==> src/rtl/mac_array_3x3.sv <==
// 3x3 outer-product multiply-accumulate grid fed by the matrix memory bank.
// Result cells are drained row-major over a valid/ready stream once multiplication completes.
module mac_array_3x3 #(
  parameter int DATA_W = 4,
  parameter int ACC_W  = 10
) (
  input  logic              clk,
  input  logic              rst,
  input  logic [DATA_W-1:0] data_outw1,
  input  logic [DATA_W-1:0] data_outw2,
  input  logic [DATA_W-1:0] data_outw3,
  input  logic [DATA_W-1:0] data_outx1,
  input  logic [DATA_W-1:0] data_outx2,
  input  logic [DATA_W-1:0] data_outx3,
  input  logic [8:0]        ld_mac,
  input  logic [8:0]        clear_mac,
  input  logic              unload_res,
  input  logic [1:0]        row_w,
  input  logic [1:0]        col_x,
  output logic [ACC_W-1:0]  res_data,
  output logic [3:0]        res_idx,
  output logic              res_valid,
  input  logic              res_ready,
  output logic              res_last,
  output logic              mac_done
);

  typedef enum logic [1:0] {
    IDLE  = 2'd0,
    DRAIN = 2'd1,
    DONE  = 2'd2
  } state_t;

  state_t state_q, state_d;

  logic [DATA_W-1:0]   w_el [3];
  logic [DATA_W-1:0]   x_el [3];
  logic [2*DATA_W-1:0] prod [9];
  logic [ACC_W-1:0]    acc_q [9];
  logic [ACC_W-1:0]    acc_d [9];

  logic [1:0]       r_q, c_q, r_d, c_d;
  logic [1:0]       rows_q, cols_q, rows_d, cols_d;
  logic [1:0]       nr, nc;
  logic             valid_d, last_d, done_d;
  logic [ACC_W-1:0] data_d;
  logic [3:0]       idx_d;

  assign w_el[0] = data_outw1;
  assign w_el[1] = data_outw2;
  assign w_el[2] = data_outw3;
  assign x_el[0] = data_outx1;
  assign x_el[1] = data_outx2;
  assign x_el[2] = data_outx3;

  function automatic logic [3:0] cell_idx(input logic [1:0] r, input logic [1:0] c);
    return {2'b00, r} * 4'd3 + {2'b00, c};
  endfunction

  always_comb begin : outer_product
    for (int i = 0; i < 3; i++)
      for (int j = 0; j < 3; j++)
        prod[3*i+j] = w_el[i] * x_el[j];
  end

  // Clear wins over load; draining freezes the grid so the beat on the bus cannot change.
  always_comb begin : acc_next
    for (int k = 0; k < 9; k++) begin
      acc_d[k] = acc_q[k];
      if (clear_mac[k] && state_q != DRAIN)
        acc_d[k] = '0;
      else if (ld_mac[k] && state_q == IDLE)
        acc_d[k] = acc_q[k] + ACC_W'(prod[k]);
    end
  end

  // NOTE: the accumulator array is reset explicitly because a rst mid-job must leave every cell at 0.
  always_ff @(posedge clk) begin : acc_reg
    for (int k = 0; k < 9; k++) begin
      if (rst) acc_q[k] <= '0;
      else     acc_q[k] <= acc_d[k];
    end
  end

  // NOTE: sequential state uses non-blocking assignments so every register samples pre-edge values.
  always_ff @(posedge clk) begin : state_reg
    if (rst) state_q <= IDLE;
    else     state_q <= state_d;
  end

  always_comb begin : next_state
    state_d = state_q;
    case (state_q)
      IDLE:    if (unload_res) state_d = (row_w == 2'd0 || col_x == 2'd0) ? DONE : DRAIN;
      DRAIN:   if (res_ready && res_last) state_d = DONE;
      DONE:    if (!unload_res) state_d = IDLE;
      default: state_d = IDLE;
    endcase
  end

  // NOTE: every signal written here gets a default first, so no path can infer a latch.
  always_comb begin : output_next
    r_d     = r_q;
    c_d     = c_q;
    rows_d  = rows_q;
    cols_d  = cols_q;
    nr      = r_q;
    nc      = c_q;
    valid_d = res_valid;
    data_d  = res_data;
    idx_d   = res_idx;
    last_d  = res_last;
    done_d  = 1'b0;
    case (state_q)
      IDLE: begin
        if (unload_res) begin
          rows_d = row_w;
          cols_d = col_x;
          r_d    = 2'd0;
          c_d    = 2'd0;
          if (state_d == DRAIN) begin
            valid_d = 1'b1;
            idx_d   = 4'd0;
            data_d  = acc_d[0];
            last_d  = (row_w == 2'd1) && (col_x == 2'd1);
          end else begin
            done_d = 1'b1;
          end
        end
      end
      DRAIN: begin
        if (res_ready) begin
          if (res_last) begin
            valid_d = 1'b0;
            last_d  = 1'b0;
            done_d  = 1'b1;
          end else begin
            if (c_q == cols_q - 2'd1) begin
              nc = 2'd0;
              nr = r_q + 2'd1;
            end else begin
              nc = c_q + 2'd1;
            end
            r_d    = nr;
            c_d    = nc;
            idx_d  = cell_idx(nr, nc);
            data_d = acc_d[idx_d];
            last_d = (nr == rows_q - 2'd1) && (nc == cols_q - 2'd1);
          end
        end
      end
      default: ;
    endcase
  end

  always_ff @(posedge clk) begin : output_reg
    if (rst) begin
      r_q       <= '0;
      c_q       <= '0;
      rows_q    <= '0;
      cols_q    <= '0;
      res_valid <= 1'b0;
      res_data  <= '0;
      res_idx   <= '0;
      res_last  <= 1'b0;
      mac_done  <= 1'b0;
    end else begin
      r_q       <= r_d;
      c_q       <= c_d;
      rows_q    <= rows_d;
      cols_q    <= cols_d;
      res_valid <= valid_d;
      res_data  <= data_d;
      res_idx   <= idx_d;
      res_last  <= last_d;
      mac_done  <= done_d;
    end
  end

endmodule

==> config.mk <==
export PLATFORM = sky130hd
export DESIGN_NAME = mac_array_3x3
export DESIGN_NICKNAME = d
export VERILOG_FILES = /design/src/rtl/mac_array_3x3.sv
export SDC_FILE = /design/constraint.sdc
export NUM_CORES = 1
export LEC_CHECK = 0
export CAP_MARGIN = 15
export CORE_MARGIN = 3
export CORE_UTILIZATION = 65
export CTS_CLUSTER_DIAMETER = 40
export DETAILED_ROUTE_END_ITERATION = 10
export PLACE_DENSITY = 0.85
export SLEW_MARGIN = 15
export SYNTH_ARGS = -nofsm -noshare
export SYNTH_HDL_FRONTEND = slang
export SYNTH_SLANG_ARGS = --single-unit
==> constraint.sdc <==
create_clock -name clk -period 7.2 [get_ports clk]
set_input_delay 1.44 -clock clk [delete_from_list [all_inputs] [get_ports clk]]
set_output_delay 1.44 -clock clk [all_outputs]
set_load 0.02 [all_outputs]
---- Yosys cells after proc, flatten, opt, wreduce, memory -nomap -nowiden ----
Memories as Yosys holds them, arrays and structs flattened.
Index checks and enable logic that the tools add are counted.
storage, ports and cells
  register bits ........................... 27
  memory bits (writable) .................. 90
  input port bits ......................... 50
  output and inout port bits .............. 17
  word-level logic and storage cells ...... 169
  memories kept ........................... 1
operators by class
  add/subtract/negate cells ............... 14
  multiply operators ...................... 10
  order comparisons ....................... 1
  equal/unequal tests ..................... 14
  multiplexer cells ....................... 78
  bitwise operators ....................... 10
  reductions and logical operators ........ 31
memory list
  name   depth  bits a word  rd ports  clocked after Yosys merged registers in  write ports  line  source
  acc_q  9      10           9         0                                        9            39    logic [ACC_W-1:0] acc_q [9];
operators by type and width
  operator                                                   number
  2-to-1 mux 10 bit                                          33
  adder 10 x 8 -> 10 bit                                     9
  multiplier 4 x 4 -> 8 bit                                  9
  binary-select mux 10 bit (select 4 bit)                    1
  2-to-1 mux 2 bit                                           17
  logical AND 1 bit                                          21
  one-hot mux 10 bit (2 select lines)                        1
  2-to-1 mux 4 bit                                           4
  2-to-1 mux 1 bit                                           15
  AND reduction 5 bit                                        2
  bitwise OR 1 bit                                           9
  == test 2 x 1 -> 1 bit (second input constant)             4
  != test 2 bit (second input constant)                      4
  one-hot mux 2 bit (2 select lines)                         2
  one-hot mux 4 bit (2 select lines)                         1
  AND reduction 4 bit                                        2
  == test 2 bit                                              3
  logical NOT 2 bit                                          3
  one-hot mux 1 bit (2 select lines)                         3
  one-hot mux 2 bit (3 select lines)                         1
  greater-or-equal comparator 5 bit (second input constant)  1
  inverter 4 -> 5 bit                                        1
  adder 2 x 1 -> 2 bit (second input constant)               2
  adder 4 x 2 -> 4 bit                                       1
  7 further kinds                                            9

---- Logic depth before layout (Yosys ltp) ----
  word-level depth ........................ 15
  gate-level depth with buffers ........... 17
  depth with buffers taken out ............ 16

---- Worst setup path before layout ----
No wires, ideal clock.
  kind .................................... in2reg
  start point ............................. input data_outx1[1]
  end point ............................... register res_data[8]
  setup time .............................. 0.117 ns
  data arrival time ....................... 5.175 ns
  required time ........................... 7.083 ns
  setup slack ............................. 1.908 ns
  cell stages on the path ................. 15
  path buffers ............................ 1
  cells stage by stage .................... clkbuf_1 > nand2_1 > fa_1 > fa_1 > fa_1 > inv_1 > ha_1 > o21ai_1 > o21bai_1 > a21o_1 > a31o_1 > xor2_1 > a31o_1 > or4_1 > a32o_1
between the ends
  cells in the longest elaborated chain, start to end .. 10
  elaborated cells on any way between the ends .. 20
  those cells by class .................... add/sub (3); mul (3); mux (14)
ends and longest elaborated chain
  element                                               line  source
  from (decl)                                           12    input logic [DATA_W-1:0] data_outx1,
  multiplier 4 x 4 -> 8 bit                             63    prod[3*i+j] = w_el[i] * x_el[j];
  adder 10 x 8 -> 10 bit                                73    acc_d[k] = acc_q[k] + ACC_W'(prod[k]);
  2-to-1 mux 10 bit                                     72    else if (ld_mac[k] && state_q == IDLE)
  2-to-1 mux 10 bit                                     70    if (clear_mac[k] && state_q != DRAIN)
  binary-select mux 10 bit (select 4 bit)               147   data_d = acc_d[idx_d];
  2-to-1 mux 10 bit (not written as such) (2 in a row)  147
  2-to-1 mux 10 bit                                     133   if (res_last) begin
  2-to-1 mux 10 bit                                     132   if (res_ready) begin
  one-hot mux 10 bit (2 select lines) (*)               114   case (state_q)
  to (signal assigned)                                  173   res_data <= data_d;
  to (decl)                                             20    output logic [ACC_W-1:0] res_data,
Mark *: on every way between the ends. The rest lies on a longest branch, timed or not. The select of a mux whose other input is x is not followed.
A chain may end at the register's enable or synchronous reset.

---- Final worst setup path ----
  start point ............................. input data_outx3[1]
  end point ............................... register res_data[7]
between the ends
  cells in the longest elaborated chain, start to end .. 10
  elaborated cells on any way between the ends .. 18
  those cells by class .................... add/sub (3); mul (3); mux (12)
ends and longest elaborated chain
  element                                                   line  source
  from (decl)                                               14    input logic [DATA_W-1:0] data_outx3,
  multiplier 4 x 4 -> 8 bit                                 63
  adder 10 x 8 -> 10 bit                                    73
  2-to-1 mux 10 bit                                         72
  2-to-1 mux 10 bit                                         70
  binary-select mux 10 bit (select 4 bit) (*)               147
  2-to-1 mux 10 bit (not written as such) (*) (2 in a row)  147
  2-to-1 mux 10 bit (*)                                     133
  2-to-1 mux 10 bit (*)                                     132
  one-hot mux 10 bit (2 select lines) (*)                   114
Marked as above.

==> qor.csv <==
stage,metric,value,unit
grt,All-Layer GR Usage,0.338,
synthesis,largest family of logic cells by synthesized area,adder cells,
clock_tree,CTS tree,done,
synthesis,Adder-Cell Fraction of Synth Area,0.287,
place,pre-CTS setup slack,0.827,ns
synthesis,post-synthesis mux area share,0.0360,
flow_run,Max-Cap Viols,0,
setup_path,cell family with most CP delay,adder cells,
clock_tree,htree depth,4,
place,dpl cells,1851,
finish,Layout Utilization,0.748,
synthesis,sequential fraction of the synthesis area,0.181,
timing,Worst slew margin,0.411,
grt,vias in the first global route,11700,
min_path,Hold Path Cell Cnt,2,
grt,largest net degree at the start of global routing,63,
timing,final cycle utilization of the critical path,0.837,
finish,Layout area overhead,10.5,%
synthesis,Mapped Cells,1590,
route,drt first pass iters,6,
grt,first-pass GRT wire length,59.0,mm
floorplan,Die Ht,147,um
clock_tree,post-CTS setup buffers,0,
run_status,status,"finished, final reports clean",
place,placed instance area,13700,um^2
timing,Hold Fails Final Rpt,0,
synthesis,number of synthesized flops with an enable pin,0,
setup_path,crit start category,input pin,
synthesis,Post-synth ARST share,0,
timing,Finish-stage setup viols,0,
synthesis,synthesized flop and latch total,117,
floorplan,die width,147,um
synthesis,Synth Area in Compound Gates,0.180,
setup_path,Crit. Startpoint,data_outx3[1],
timing,RSZ-0062 raised after global routing,no,
place,port bufs,66,
place,dpl hpwl,27.7,mm
grt,grt ovf,0,
timing,Post-Route Skew,0.00820,ns
setup_path,WP data arrival,6.38,ns
clock_tree,PostCTS Resize Cnt,0,
setup_path,Setup crit end kind,flop,
timing,WHS,0.490,ns
finish,fin cells,1883,
power_and_ir_drop,P_leak,6.71,nW
synthesis,Netlist cell types,81,
clock_tree,hold_buf cts,0,
clock_tree,Num CTS Buffers,17,
grt,initial antenna violation count,0,
setup_path,CP max FO,12,
place,gpl congestion,1.00,
power_and_ir_drop,P per Cell Area,204,nW/um^2
synthesis,Synth Flop Type,dfxtp_1,
synthesis,xor-xnor portion of the synthesized cell area,0.0250,
finish,nets@finish,1907,
setup_path,reg2reg path depth,13,
floorplan,Starting Density,0.677,
clock_tree,Clock Latency Late Sink,0.43,ns
timing,setup TNS,0,ns
setup_path,slowest CP cell,clkdlybuf4s50_1,
route,initial DRC count,1382,
floorplan,I/O pin count,67,
route,routed len/inst,19.2,um
finish,register area,2340,um^2
finish,"commonest non-fill, non-tap cells in the layout","196 x inv_1, 164 x ha_1, 131 x nand2_1, 130 x and2_1, 117 x dfxtp_1",
synthesis,yosys warns,0,
setup_path,buffer and inverter count on the worst path,2,
timing,actual slew at the worst max-slew pin,0.883,ns
setup_path,reg-to-reg startpoint,c_q[1]$_SDFFE_PP0P_,
timing,crit path time final,6.02,ns
floorplan,num rows,50,
clock_tree,Root Buffer,clkbuf_16,
finish,"Design Area, Final",14300,um^2
floorplan,core outline area,19100,um^2
synthesis,syn nets,1887,
route,Vias,11800,
timing,Max Fclk,0.166,GHz
timing,fin. max-slew vios,0,
finish,"most common cell after layout, fill and taps aside",inv_1,
setup_path,Critical Path Stages,15,
power_and_ir_drop,VDD IR max,175,uV
finish,# diodes,0,
synthesis,Synth Cell Area,12900,um^2
floorplan,die area,21600,um^2
min_path,critical hold path startpoint,acc_q[4][8]$_SDFF_PP0_,
clock_tree,maximum clock path buffer count,2,
synthesis,Syn Area/Cell,8.12,um^2
timing,Final WS setup,1.18,ns
setup_path,WS Path Type,input pin to flop,
clock_tree,clk sink count,117,
setup_path,largest stage delay on the critical path,0.82,ns
min_path,Hold Crit Class,flop to flop,
setup_path,CP Cell Sequence,clkdlybuf4s50_1 -> nand2_1 -> fa_1 -> fa_1 -> fa_1 -> inv_1 -> ha_1 -> a211oi_1 -> o21bai_1 -> a21oi_1 -> mux2i_1 -> or4b_2 -> a31oi_1 -> a31oi_1 -> o22ai_1,
route,Residual DRC,0,
setup_path,"Data required, critical path",7.56,ns
finish,fraction of layout cells with a size suffix above 1,0.0400,
clock_tree,"CTS clk-pin slew, worst paths",0.06,ns
setup_path,CP most frequent cell,fa_1,
finish,layout filler cell count,1410,
power_and_ir_drop,Power Total,2.92,mW
route,final WL,36.2,mm
synthesis,simple-gate portion of the synthesized area,0.208,
setup_path,Reg2Reg Setup Slack,2.68,ns
route,Final ANT Viol Nets,0,
finish,multi-input logic area,9520,um^2
route,Via density,6.29,
## power breakdown
group	leakage, nW	switching, mW	internal, mW
Clock	0.298	0.348	0.558
Combinational	5.46	0.790	0.488
Sequential	0.951	0.0388	0.694
Total	6.71	1.18	1.74
## worst reg2reg max path, stage by stage (launching register included)
cell and delay [ns]:
dfxtp_1 0.40, xor2_1 0.25, mux2i_1 0.48, nand2_1 0.16, xnor2_2 0.33, fa_1 0.47, ha_1 0.22, fa_1 0.48
buf_4 0.27, o31ai_1 0.14, nor4_1 0.48, o21ai_0 0.25, o221ai_1 0.37, o31ai_1 0.11
## cell usage after synthesis, types with 33 or more instances
library cell / instances / area (um^2)
ha_1: 164 / 2050
nor2_1: 109 / 409
a211oi_1: 35 / 263
o21ai_0: 59 / 295
nand2_1: 131 / 492
and2_1: 130 / 813
nor3_1: 37 / 185
clkbuf_1: 59 / 221
fa_1: 83 / 1660
dfxtp_1: 117 / 2340
a21oi_1: 89 / 445
mux2i_1: 33 / 330
inv_1: 196 / 736
## registers in the layout, summed over array words and instances (netlist names)
| signal | flops |
|---|---|
| acc_q | 90 |
| c_q | 2 |
| cols_q | 2 |
| mac_done | 1 |
| r_q | 2 |
| res_data | 10 |
| res_idx | 4 |
| res_last | 1 |
| res_valid | 1 |
| rows_q | 2 |
| state_q | 2 |
## worst paths after layout
kind | endpoint
setup / recovery | res_data[7]$_SDFFE_PP0P_
hold / removal | acc_q[4][8]$_SDFF_PP0_
setup reg to reg | res_data[9]$_SDFFE_PP0P_
hold reg to reg | acc_q[4][8]$_SDFF_PP0_
## kinds of logic (layout without fill, tap and decap cells)
group,count (synthesis),in the layout
muxes,40,40
adders and majority gates,247,247
buffers and inverters,273,306
and+or+nand+nor,529,529
DFF,117,117
xor gates and xnor gates,36,36
AOI/OAI and AO/OA,348,348
## cell type report
cell class,count,area share
Clock buffer,19,0.0310
Inverter,197,0.0518
Timing Repair Buffer,77,0.0517
Tap cell,260,0.0228
Sequential cell,117,0.164
Multi-Input combinational cell,1200,0.667
Clock inverter,13,0.0121
## per-layer routing
| layer | vias up | global-route usage | share of wire | routed length (um) |
|---|---|---|---|---|
| met4 | 0 | 0.158 | 0.056 | 2050 |
| met1 | 5550 | 0.434 | 0.39 | 14000 |
| met5 | - | 0 | 0 | 0 |
| met2 | 637 | 0.545 | 0.45 | 16400 |
| li1 | 5511 | - | - | - |
| met3 | 142 | 0.0731 | 0.10 | 3800 |
(Power assumes the default switching activity.)
